[config.mk]
export PLATFORM = sky130hd
export DESIGN_NAME = tomasulo_core
export DESIGN_NICKNAME = d
export VERILOG_FILES = /design/src/rtl/tomasulo_core.sv
export SDC_FILE = /design/constraint.sdc
export NUM_CORES = 2
export LEC_CHECK = 0
export ABC_AREA = 1
export ABC_CLOCK_PERIOD_IN_PS = 8200
export CELL_PAD_IN_SITES_DETAIL_PLACEMENT = 1
export CELL_PAD_IN_SITES_GLOBAL_PLACEMENT = 2
export CORE_AREA = 2 2 488 369
export DETAILED_ROUTE_END_ITERATION = 8
export DIE_AREA = 0 0 490 371
export PLACE_DENSITY = 0.78
export SKIP_LAST_GASP = 1
export SYNTH_ARGS = -nofsm -noshare
export SYNTH_HDL_FRONTEND = slang
export SYNTH_SLANG_ARGS = --single-unit
[constraint.sdc]
create_clock -name clk1 -period 8.2 [get_ports clk1]
set_clock_uncertainty 0.1 [all_clocks]
set_input_delay 1.23 -clock clk1 [delete_from_list [all_inputs] [get_ports clk1]]
set_output_delay 1.23 -clock clk1 [all_outputs]
set_load 0.05 [all_outputs]
[src/rtl/tomasulo_core.sv]
// -----------------------------------------------------------------------------
// tomasulo_core
//   Out-of-order integer execution core built on Tomasulo's algorithm with an
//   8-entry reorder buffer. Each cycle it tries to issue the instruction at
//   `pc` from a 16x16 instruction memory into the add or mul reservation
//   stations. It executes out of order on a 1-cycle adder and a 3-cycle
//   non-pipelined multiplier, and retires results in program order into a
//   16 x 16-bit register file.
//
//   Instruction: [15:12] op (1 ADD, 2 SUB, 3 MUL, others NOP), [11:8] rd,
//                [7:4] rs1, [3:0] rs2.
//
// Ports
//   clk1          in   1  clock, all state updates on the rising edge
//   rst           in   1  synchronous active-high reset
//   pc            in   4  instruction-memory index to issue this cycle
//   imem_we       in   1  instruction-memory write enable
//   imem_addr     in   4  instruction-memory write address
//   imem_wdata    in  16  instruction-memory write data
//   stall         out  1  combinational: instruction at pc cannot issue now
//   commit_valid  out  1  registered: one instruction retired on last edge
//   commit_rd     out  4  destination register of the retired instruction
//   commit_value  out 16  value written to that register
// -----------------------------------------------------------------------------
module tomasulo_core (
  input  logic        clk1,
  input  logic        rst,
  input  logic [3:0]  pc,
  input  logic        imem_we,
  input  logic [3:0]  imem_addr,
  input  logic [15:0] imem_wdata,
  output logic        stall,
  output logic        commit_valid,
  output logic [3:0]  commit_rd,
  output logic [15:0] commit_value
);

  localparam logic [3:0] OP_ADD = 4'd1;
  localparam logic [3:0] OP_SUB = 4'd2;
  localparam logic [3:0] OP_MUL = 4'd3;

  typedef struct packed {
    logic        busy;
    logic [15:0] vj;
    logic [15:0] vk;
    logic [2:0]  qj;
    logic [2:0]  qk;
    logic        qj_v;
    logic        qk_v;
    logic [2:0]  dest;
  } rs_t;

  typedef struct packed {
    logic        busy;
    logic        ready;
    logic [3:0]  rd;
    logic [15:0] value;
  } rob_t;

  typedef struct packed {
    logic [15:0] v;
    logic [2:0]  q;
    logic        q_v;
  } src_t;

  // ---------------------------------------------------------------------------
  // State
  // ---------------------------------------------------------------------------
  logic [15:0] imem_q   [16];
  logic [15:0] rf_val_q [16];
  logic [15:0] rf_val_d [16];
  logic [2:0]  rf_tag_q [16];
  logic [2:0]  rf_tag_d [16];
  logic        rf_tv_q  [16];
  logic        rf_tv_d  [16];

  rob_t        rob_q [8];
  rob_t        rob_d [8];
  logic [2:0]  head_q, head_d;
  logic [2:0]  tail_q, tail_d;
  logic [3:0]  count_q, count_d;

  rs_t         add_rs_q  [3];
  rs_t         add_rs_d  [3];
  logic        add_sub_q [3];
  logic        add_sub_d [3];
  rs_t         mul_rs_q  [3];
  rs_t         mul_rs_d  [3];

  logic        alu_valid_q, alu_valid_d;
  logic [2:0]  alu_tag_q, alu_tag_d;
  logic [15:0] alu_val_q, alu_val_d;

  logic        mul_busy_q, mul_busy_d;
  logic [1:0]  mul_cnt_q, mul_cnt_d;
  logic [2:0]  mul_tag_q, mul_tag_d;
  logic [15:0] mul_a_q, mul_a_d;
  logic [15:0] mul_b_q, mul_b_d;

  logic        commit_valid_q, commit_valid_d;
  logic [3:0]  commit_rd_q, commit_rd_d;
  logic [15:0] commit_value_q, commit_value_d;

  // ---------------------------------------------------------------------------
  // Decode and result buses
  // ---------------------------------------------------------------------------
  logic [15:0] instr;
  logic [3:0]  op, rd, rs1, rs2;
  logic        is_add, is_mul, rob_full, do_issue, do_commit;
  logic        alu_bus_v, mul_bus_v;
  logic [15:0] mul_prod;

  assign instr  = imem_q[pc];
  assign op     = instr[15:12];
  assign rd     = instr[11:8];
  assign rs1    = instr[7:4];
  assign rs2    = instr[3:0];
  assign is_add = (op == OP_ADD) || (op == OP_SUB);
  assign is_mul = (op == OP_MUL);

  // The adder result is on its bus for the cycle after dispatch; the
  // multiplier's bus fires in the last of its three execute cycles.
  assign alu_bus_v = alu_valid_q;
  assign mul_bus_v = mul_busy_q && (mul_cnt_q == 2'd0);
  assign mul_prod  = mul_a_q * mul_b_q;

  assign do_commit = rob_q[head_q].busy && rob_q[head_q].ready;

  // ---------------------------------------------------------------------------
  // Reservation-station search: lowest free slot, lowest ready slot
  // ---------------------------------------------------------------------------
  logic       add_free, mul_free, add_rdy, mul_rdy;
  logic [1:0] add_free_idx, mul_free_idx, add_rdy_idx, mul_rdy_idx;

  always_comb begin
    // NOTE: every variable gets a default first so no path leaves it
    // unassigned, which would otherwise infer a latch.
    add_free = 1'b0; add_free_idx = '0;
    mul_free = 1'b0; mul_free_idx = '0;
    add_rdy  = 1'b0; add_rdy_idx  = '0;
    mul_rdy  = 1'b0; mul_rdy_idx  = '0;
    // Scan downwards so the lowest matching index is the last one written.
    for (int i = 2; i >= 0; i--) begin
      if (!add_rs_q[i].busy) begin
        add_free = 1'b1; add_free_idx = 2'(i);
      end
      if (!mul_rs_q[i].busy) begin
        mul_free = 1'b1; mul_free_idx = 2'(i);
      end
      if (add_rs_q[i].busy && !add_rs_q[i].qj_v && !add_rs_q[i].qk_v) begin
        add_rdy = 1'b1; add_rdy_idx = 2'(i);
      end
      if (mul_rs_q[i].busy && !mul_rs_q[i].qj_v && !mul_rs_q[i].qk_v) begin
        mul_rdy = 1'b1; mul_rdy_idx = 2'(i);
      end
    end
    // The multiplier is not pipelined: it only takes work when idle.
    mul_rdy = mul_rdy && !mul_busy_q;
  end

  assign rob_full = (count_q == 4'd8);
  assign stall    = !rst && ((is_add && (!add_free || rob_full)) ||
                             (is_mul && (!mul_free || rob_full)));
  assign do_issue = !rst && (is_add || is_mul) && !stall;

  // ---------------------------------------------------------------------------
  // Source operand resolution at issue: register, completed ROB entry,
  // this cycle's broadcast, or wait on the tag.
  // ---------------------------------------------------------------------------
  function automatic src_t resolve(input logic [3:0] r);
    src_t       s;
    logic [2:0] t;
    t     = rf_tag_q[r];
    s.v   = rf_val_q[r];
    s.q   = t;
    s.q_v = 1'b0;
    if (rf_tv_q[r]) begin
      if (rob_q[t].ready)                      s.v   = rob_q[t].value;
      else if (alu_bus_v && (alu_tag_q == t))  s.v   = alu_val_q;
      else if (mul_bus_v && (mul_tag_q == t))  s.v   = mul_prod;
      else                                     s.q_v = 1'b1;
    end
    return s;
  endfunction

  // Capture any broadcast a waiting station is listening for.
  function automatic rs_t wake(input rs_t e);
    rs_t w;
    w = e;
    if (e.qj_v && alu_bus_v && (e.qj == alu_tag_q)) begin w.vj = alu_val_q; w.qj_v = 1'b0; end
    if (e.qj_v && mul_bus_v && (e.qj == mul_tag_q)) begin w.vj = mul_prod;  w.qj_v = 1'b0; end
    if (e.qk_v && alu_bus_v && (e.qk == alu_tag_q)) begin w.vk = alu_val_q; w.qk_v = 1'b0; end
    if (e.qk_v && mul_bus_v && (e.qk == mul_tag_q)) begin w.vk = mul_prod;  w.qk_v = 1'b0; end
    return w;
  endfunction

  src_t src1, src2;
  rs_t  new_rs;

  assign src1   = resolve(rs1);
  assign src2   = resolve(rs2);
  assign new_rs = '{busy: 1'b1, vj: src1.v, vk: src2.v, qj: src1.q, qk: src2.q,
                    qj_v: src1.q_v, qk_v: src2.q_v, dest: tail_q};

  // ---------------------------------------------------------------------------
  // Next state
  // ---------------------------------------------------------------------------
  always_comb begin
    rf_val_d       = rf_val_q;
    rf_tag_d       = rf_tag_q;
    rf_tv_d        = rf_tv_q;
    rob_d          = rob_q;
    head_d         = head_q;
    tail_d         = tail_q;
    add_sub_d      = add_sub_q;
    alu_valid_d    = 1'b0;
    alu_tag_d      = alu_tag_q;
    alu_val_d      = alu_val_q;
    mul_busy_d     = mul_busy_q;
    mul_cnt_d      = mul_cnt_q;
    mul_tag_d      = mul_tag_q;
    mul_a_d        = mul_a_q;
    mul_b_d        = mul_b_q;
    commit_valid_d = 1'b0;
    commit_rd_d    = commit_rd_q;
    commit_value_d = commit_value_q;

    // Broadcast: wake stations and mark ROB entries complete.
    for (int i = 0; i < 3; i++) begin
      add_rs_d[i] = wake(add_rs_q[i]);
      mul_rs_d[i] = wake(mul_rs_q[i]);
    end
    if (alu_bus_v) begin
      rob_d[alu_tag_q].ready = 1'b1;
      rob_d[alu_tag_q].value = alu_val_q;
    end
    if (mul_bus_v) begin
      rob_d[mul_tag_q].ready = 1'b1;
      rob_d[mul_tag_q].value = mul_prod;
      mul_busy_d             = 1'b0;
    end else if (mul_busy_q) begin
      mul_cnt_d = mul_cnt_q - 2'd1;
    end

    // Dispatch frees the station on the same edge.
    if (add_rdy) begin
      add_rs_d[add_rdy_idx].busy = 1'b0;
      alu_valid_d = 1'b1;
      alu_tag_d   = add_rs_q[add_rdy_idx].dest;
      alu_val_d   = add_sub_q[add_rdy_idx]
                  ? add_rs_q[add_rdy_idx].vj - add_rs_q[add_rdy_idx].vk
                  : add_rs_q[add_rdy_idx].vj + add_rs_q[add_rdy_idx].vk;
    end
    if (mul_rdy) begin
      mul_rs_d[mul_rdy_idx].busy = 1'b0;
      mul_busy_d = 1'b1;
      mul_cnt_d  = 2'd2;
      mul_tag_d  = mul_rs_q[mul_rdy_idx].dest;
      mul_a_d    = mul_rs_q[mul_rdy_idx].vj;
      mul_b_d    = mul_rs_q[mul_rdy_idx].vk;
    end

    // Commit the head entry.
    if (do_commit) begin
      rf_val_d[rob_q[head_q].rd] = rob_q[head_q].value;
      if (rf_tv_q[rob_q[head_q].rd] && (rf_tag_q[rob_q[head_q].rd] == head_q))
        rf_tv_d[rob_q[head_q].rd] = 1'b0;
      rob_d[head_q].busy  = 1'b0;
      rob_d[head_q].ready = 1'b0;
      head_d         = head_q + 3'd1;
      commit_valid_d = 1'b1;
      commit_rd_d    = rob_q[head_q].rd;
      commit_value_d = rob_q[head_q].value;
    end

    // Issue after commit so a fresh rename of rd overrides the tag clear.
    if (do_issue) begin
      rob_d[tail_q] = '{busy: 1'b1, ready: 1'b0, rd: rd, value: 16'd0};
      tail_d        = tail_q + 3'd1;
      rf_tag_d[rd]  = tail_q;
      rf_tv_d[rd]   = 1'b1;
      if (is_add) begin
        add_rs_d[add_free_idx]  = new_rs;
        add_sub_d[add_free_idx] = (op == OP_SUB);
      end else begin
        mul_rs_d[mul_free_idx] = new_rs;
      end
    end

    count_d = count_q + 4'(do_issue) - 4'(do_commit);
  end

  // ---------------------------------------------------------------------------
  // Registers
  // ---------------------------------------------------------------------------
  // NOTE: the instruction memory is deliberately left out of reset so a
  // program loaded before or during reset survives it; all machine state
  // below is cleared because in-flight work must be discarded.
  always_ff @(posedge clk1) begin
    if (imem_we) imem_q[imem_addr] <= imem_wdata;
  end

  // NOTE: sequential state uses non-blocking assignments so every register
  // samples its pre-edge value regardless of statement order.
  always_ff @(posedge clk1) begin
    if (rst) begin
      for (int k = 0; k < 16; k++) begin
        rf_val_q[k] <= 16'(k);
        rf_tag_q[k] <= '0;
        rf_tv_q[k]  <= 1'b0;
      end
      for (int i = 0; i < 8; i++) rob_q[i] <= '0;
      for (int i = 0; i < 3; i++) begin
        add_rs_q[i]  <= '0;
        add_sub_q[i] <= 1'b0;
        mul_rs_q[i]  <= '0;
      end
      head_q         <= '0;
      tail_q         <= '0;
      count_q        <= '0;
      alu_valid_q    <= 1'b0;
      alu_tag_q      <= '0;
      alu_val_q      <= '0;
      mul_busy_q     <= 1'b0;
      mul_cnt_q      <= '0;
      mul_tag_q      <= '0;
      mul_a_q        <= '0;
      mul_b_q        <= '0;
      commit_valid_q <= 1'b0;
      commit_rd_q    <= '0;
      commit_value_q <= '0;
    end else begin
      rf_val_q       <= rf_val_d;
      rf_tag_q       <= rf_tag_d;
      rf_tv_q        <= rf_tv_d;
      rob_q          <= rob_d;
      add_rs_q       <= add_rs_d;
      add_sub_q      <= add_sub_d;
      mul_rs_q       <= mul_rs_d;
      head_q         <= head_d;
      tail_q         <= tail_d;
      count_q        <= count_d;
      alu_valid_q    <= alu_valid_d;
      alu_tag_q      <= alu_tag_d;
      alu_val_q      <= alu_val_d;
      mul_busy_q     <= mul_busy_d;
      mul_cnt_q      <= mul_cnt_d;
      mul_tag_q      <= mul_tag_d;
      mul_a_q        <= mul_a_d;
      mul_b_q        <= mul_b_d;
      commit_valid_q <= commit_valid_d;
      commit_rd_q    <= commit_rd_d;
      commit_value_q <= commit_value_d;
    end
  end

  assign commit_valid = commit_valid_q;
  assign commit_rd    = commit_rd_q;
  assign commit_value = commit_value_q;

endmodule

==> qor.yml <==
timing.final.crit_share_pct: 89.6
rows: 134
cts_setup_buffers: 0
cts_tree: "built"
grt_max_degree: 227
critical_path_class: "reg2reg"
grt_pass1_vias: 68600
htree_levels: 4
cp_max_fo: 16
crit_path_start_kind: "register"
cts_buffers: 133
synthFlopType: "dfxtp_1"
grt_pass1_wl_um: 476000
vias: 69700
dp_slack_ps: 957
ys_seq_area_share_pct: 37.9
dieHeight_um: 371
synth_seq_cells: 1108
hold_class: "reg2reg"
first_pass_iters: 6
drv_slew: 0
setup_slack_ps: 855
required_ps: 8830
clock_latency_ps: 830
die-area_mm2: 0.182
syn_to_final_growth_pct: 10.6
grt_usage_pct: 35.0
fill_cells: 22000
holdWs_ps: 359
routabilityCongestion: 0.943
start_util_pct: 36.9
synth_edf_count: 256
synth_nets: 9504
cts.sink_count: 1108
avgViaCountPerCell: 6.07
status: "completed"
yosys_warnings: 0
ys_top_cells_by_area: "dfxtp_1 (26%), edfxtp_1 (12%), o21ai_0 (9.8%)"
ioPinCount: 49
port_buffers: 48
coreArea_mm2: 0.177
cp-end-kind: "register"
setup_tns_ps: 0
fmax_mhz: 136
syn_area_mm2: 0.0652
rsz0062_at_grt: "false"
hold_viol_final: 0
postCtsHoldBufs: 0
synth.most_common_cell: "nand2_1"
timing.max_cap.violations: 0
ys_types: 57
drt_iter0_markers: 8193
overflow: 0
worstPathArrival_ps: 7970
period_needed_ps: 7350
yosys.area.top_type: "dfxtp_1"
critPathSlowestCell: "dfxtp_1"
hpwl_um: 218000
fp.dieW_um: 490
worst_pin_slew_ps: 1380
root_buffer: "clkbuf_16"
drc_errors: 0
leakagePower_uw: 0.0302
wire_per_inst_um: 28.4
cts.clk_slew.worst_paths_ps: 70
synthTopCellsByCount: "nand2_1 (1648), o21ai_0 (1275), inv_1 (979), dfxtp_1 (852), nand3_1 (851)"
avgSynthCellArea_um2: 7.00
netlist_instances: 9322
crit_top_cell: "nand2_1"
synthArstFlopShare_pct: 0
cellPowerDensity_mw_per_mm2: 223
ir_drop_mv: 0.187
yosys.area.top_type_share_pct: 26.2
setup_violations: 0
max_slew_margin_pct: 8.02
ctsLongestPathBuffers: 3
drive_gt1_share_pct: 6.37
cpPeakStageDelay_ps: 760
nets: 9188
detail-route-antenna-nets: 0
drt-total-wl_um: 326000
cts_resized: 0
grt_antenna_before_repair: 16
final timing paths:
kind	from	endpoint	slack, ps	depth (start not counted)
min	rob_q[171]$_SDFFE_PP0P_	rob_q[171]$_SDFFE_PP0P_	360	2
max	mul_b_q[1]$_SDFFE_PP0P_	add_rs_q[70]$_SDFF_PP0_	850	30
min reg2reg	rob_q[171]$_SDFFE_PP0P_	rob_q[171]$_SDFFE_PP0P_	360	2
max reg2reg	mul_b_q[1]$_SDFFE_PP0P_	add_rs_q[70]$_SDFF_PP0_	850	30
kinds of logic after synthesis:
group / share of synthesized area (%)
simple gates: 21.5
buf+inv: 10.8
flops: 37.9
xor+xnor: 1.11
compound gates: 24.7
fa+ha+maj: 3.92
power breakdown:
part | leakage (uW) | internal, uW | total (uW) | switching, uW
Sequential | 0.00919 | 5720 | 5880 | 158
Combinational | 0.0188 | 952 | 4010 | 3050
Clock | 0.00213 | 3400 | 6170 | 2770
cells in the final DEF (no fill, tap or decap), types with 7 or more instances in the layout:
master | synthesis | routed
nand2_1 | 1648 | 1636
o21ai_0 | 1275 | 1274
inv_1 | 979 | 974
dfxtp_1 | 852 | 851
nand3_1 | 851 | 850
a21oi_1 | 833 | 832
nor2_1 | 751 | 733
o211ai_1 | 332 | 332
edfxtp_1 | 256 | 256
buf_4 | 32 | 230
clkbuf_16 | 0 | 133
o22ai_1 | 116 | 116
o221ai_1 | 99 | 99
a211oi_1 | 94 | 94
fa_1 | 82 | 82
ha_1 | 73 | 73
xor2_1 | 60 | 59
clkdlybuf4s50_1 | 0 | 45
nand2_2 | 29 | 38
a31oi_1 | 37 | 37
clkbuf_1 | 522 | 36
nor3_1 | 34 | 34
clkinv_1 | 19 | 28
nor2_2 | 6 | 24
inv_2 | 18 | 21
xnor2_1 | 23 | 21
clkbuf_8 | 0 | 17
clkinv_2 | 0 | 14
clkinv_16 | 0 | 14
buf_12 | 0 | 14
a21oi_2 | 12 | 13
or2_2 | 11 | 11
nand3_2 | 10 | 11
o21ai_1 | 9 | 9
a2111oi_0 | 9 | 9
o32ai_1 | 8 | 8
a221oi_1 | 7 | 7
per-layer routing:
layer  vias up  global-route usage [%]  wire length, um
met3       597                    8.31            34600
met2      3277                    49.7           132000
met4         2                    12.0            11700
li1      30800                       -                -
met1     35000                    51.2           148000
met5         -                       0                7
sequential cells by signal, indices dropped and copies added, names as in the netlist, 4 cells and up:
register      count
imem_q          256
rf_val_q        256
rob_q           176
add_rs_q        132
mul_rs_q        132
rf_tag_q         48
alu_val_q        16
commit_value     16
mul_a_q          16
mul_b_q          16
rf_tv_q          16
commit_rd         4
count_q           4
layout make-up:
class                      count  area (um^2)  share of cell area (%)
antenna                        4         10.0                  0.0139
sequential                  1108        24700                    34.3
timing repair buffer         291         2470                    3.43
inverter                    1016         3830                    5.31
multi-input combinational   6456        33600                    46.6
clock inverter                49          754                    1.05
tap                         2380         2980                    4.13
clock buffer                 186         3700                    5.13
metrics by stage:
stage                     std cells  area, um^2  utilization [%]  power [uW]
after floorplan                9322       65200                -        8190
after global placement        11300       67600             38.2        9770
after detailed placement      11300       67600             38.2        9830
after CTS                     11500       72100             40.8       16000
after global routing          11500       72100             40.8       16600
final                         11500       72100             40.8       16100
critical path, delay by kind of cell (launching register included):
family / cells / cell delay, ps
adder cells (fa/ha/maj): 7 / 3130
AND/OR/NAND/NOR: 14 / 1990
flip-flops: 1 / 760
AO/OA/AOI/OAI: 4 / 1040
buffers and inverters: 5 / 280
Power figures use the tool's default switching activity.
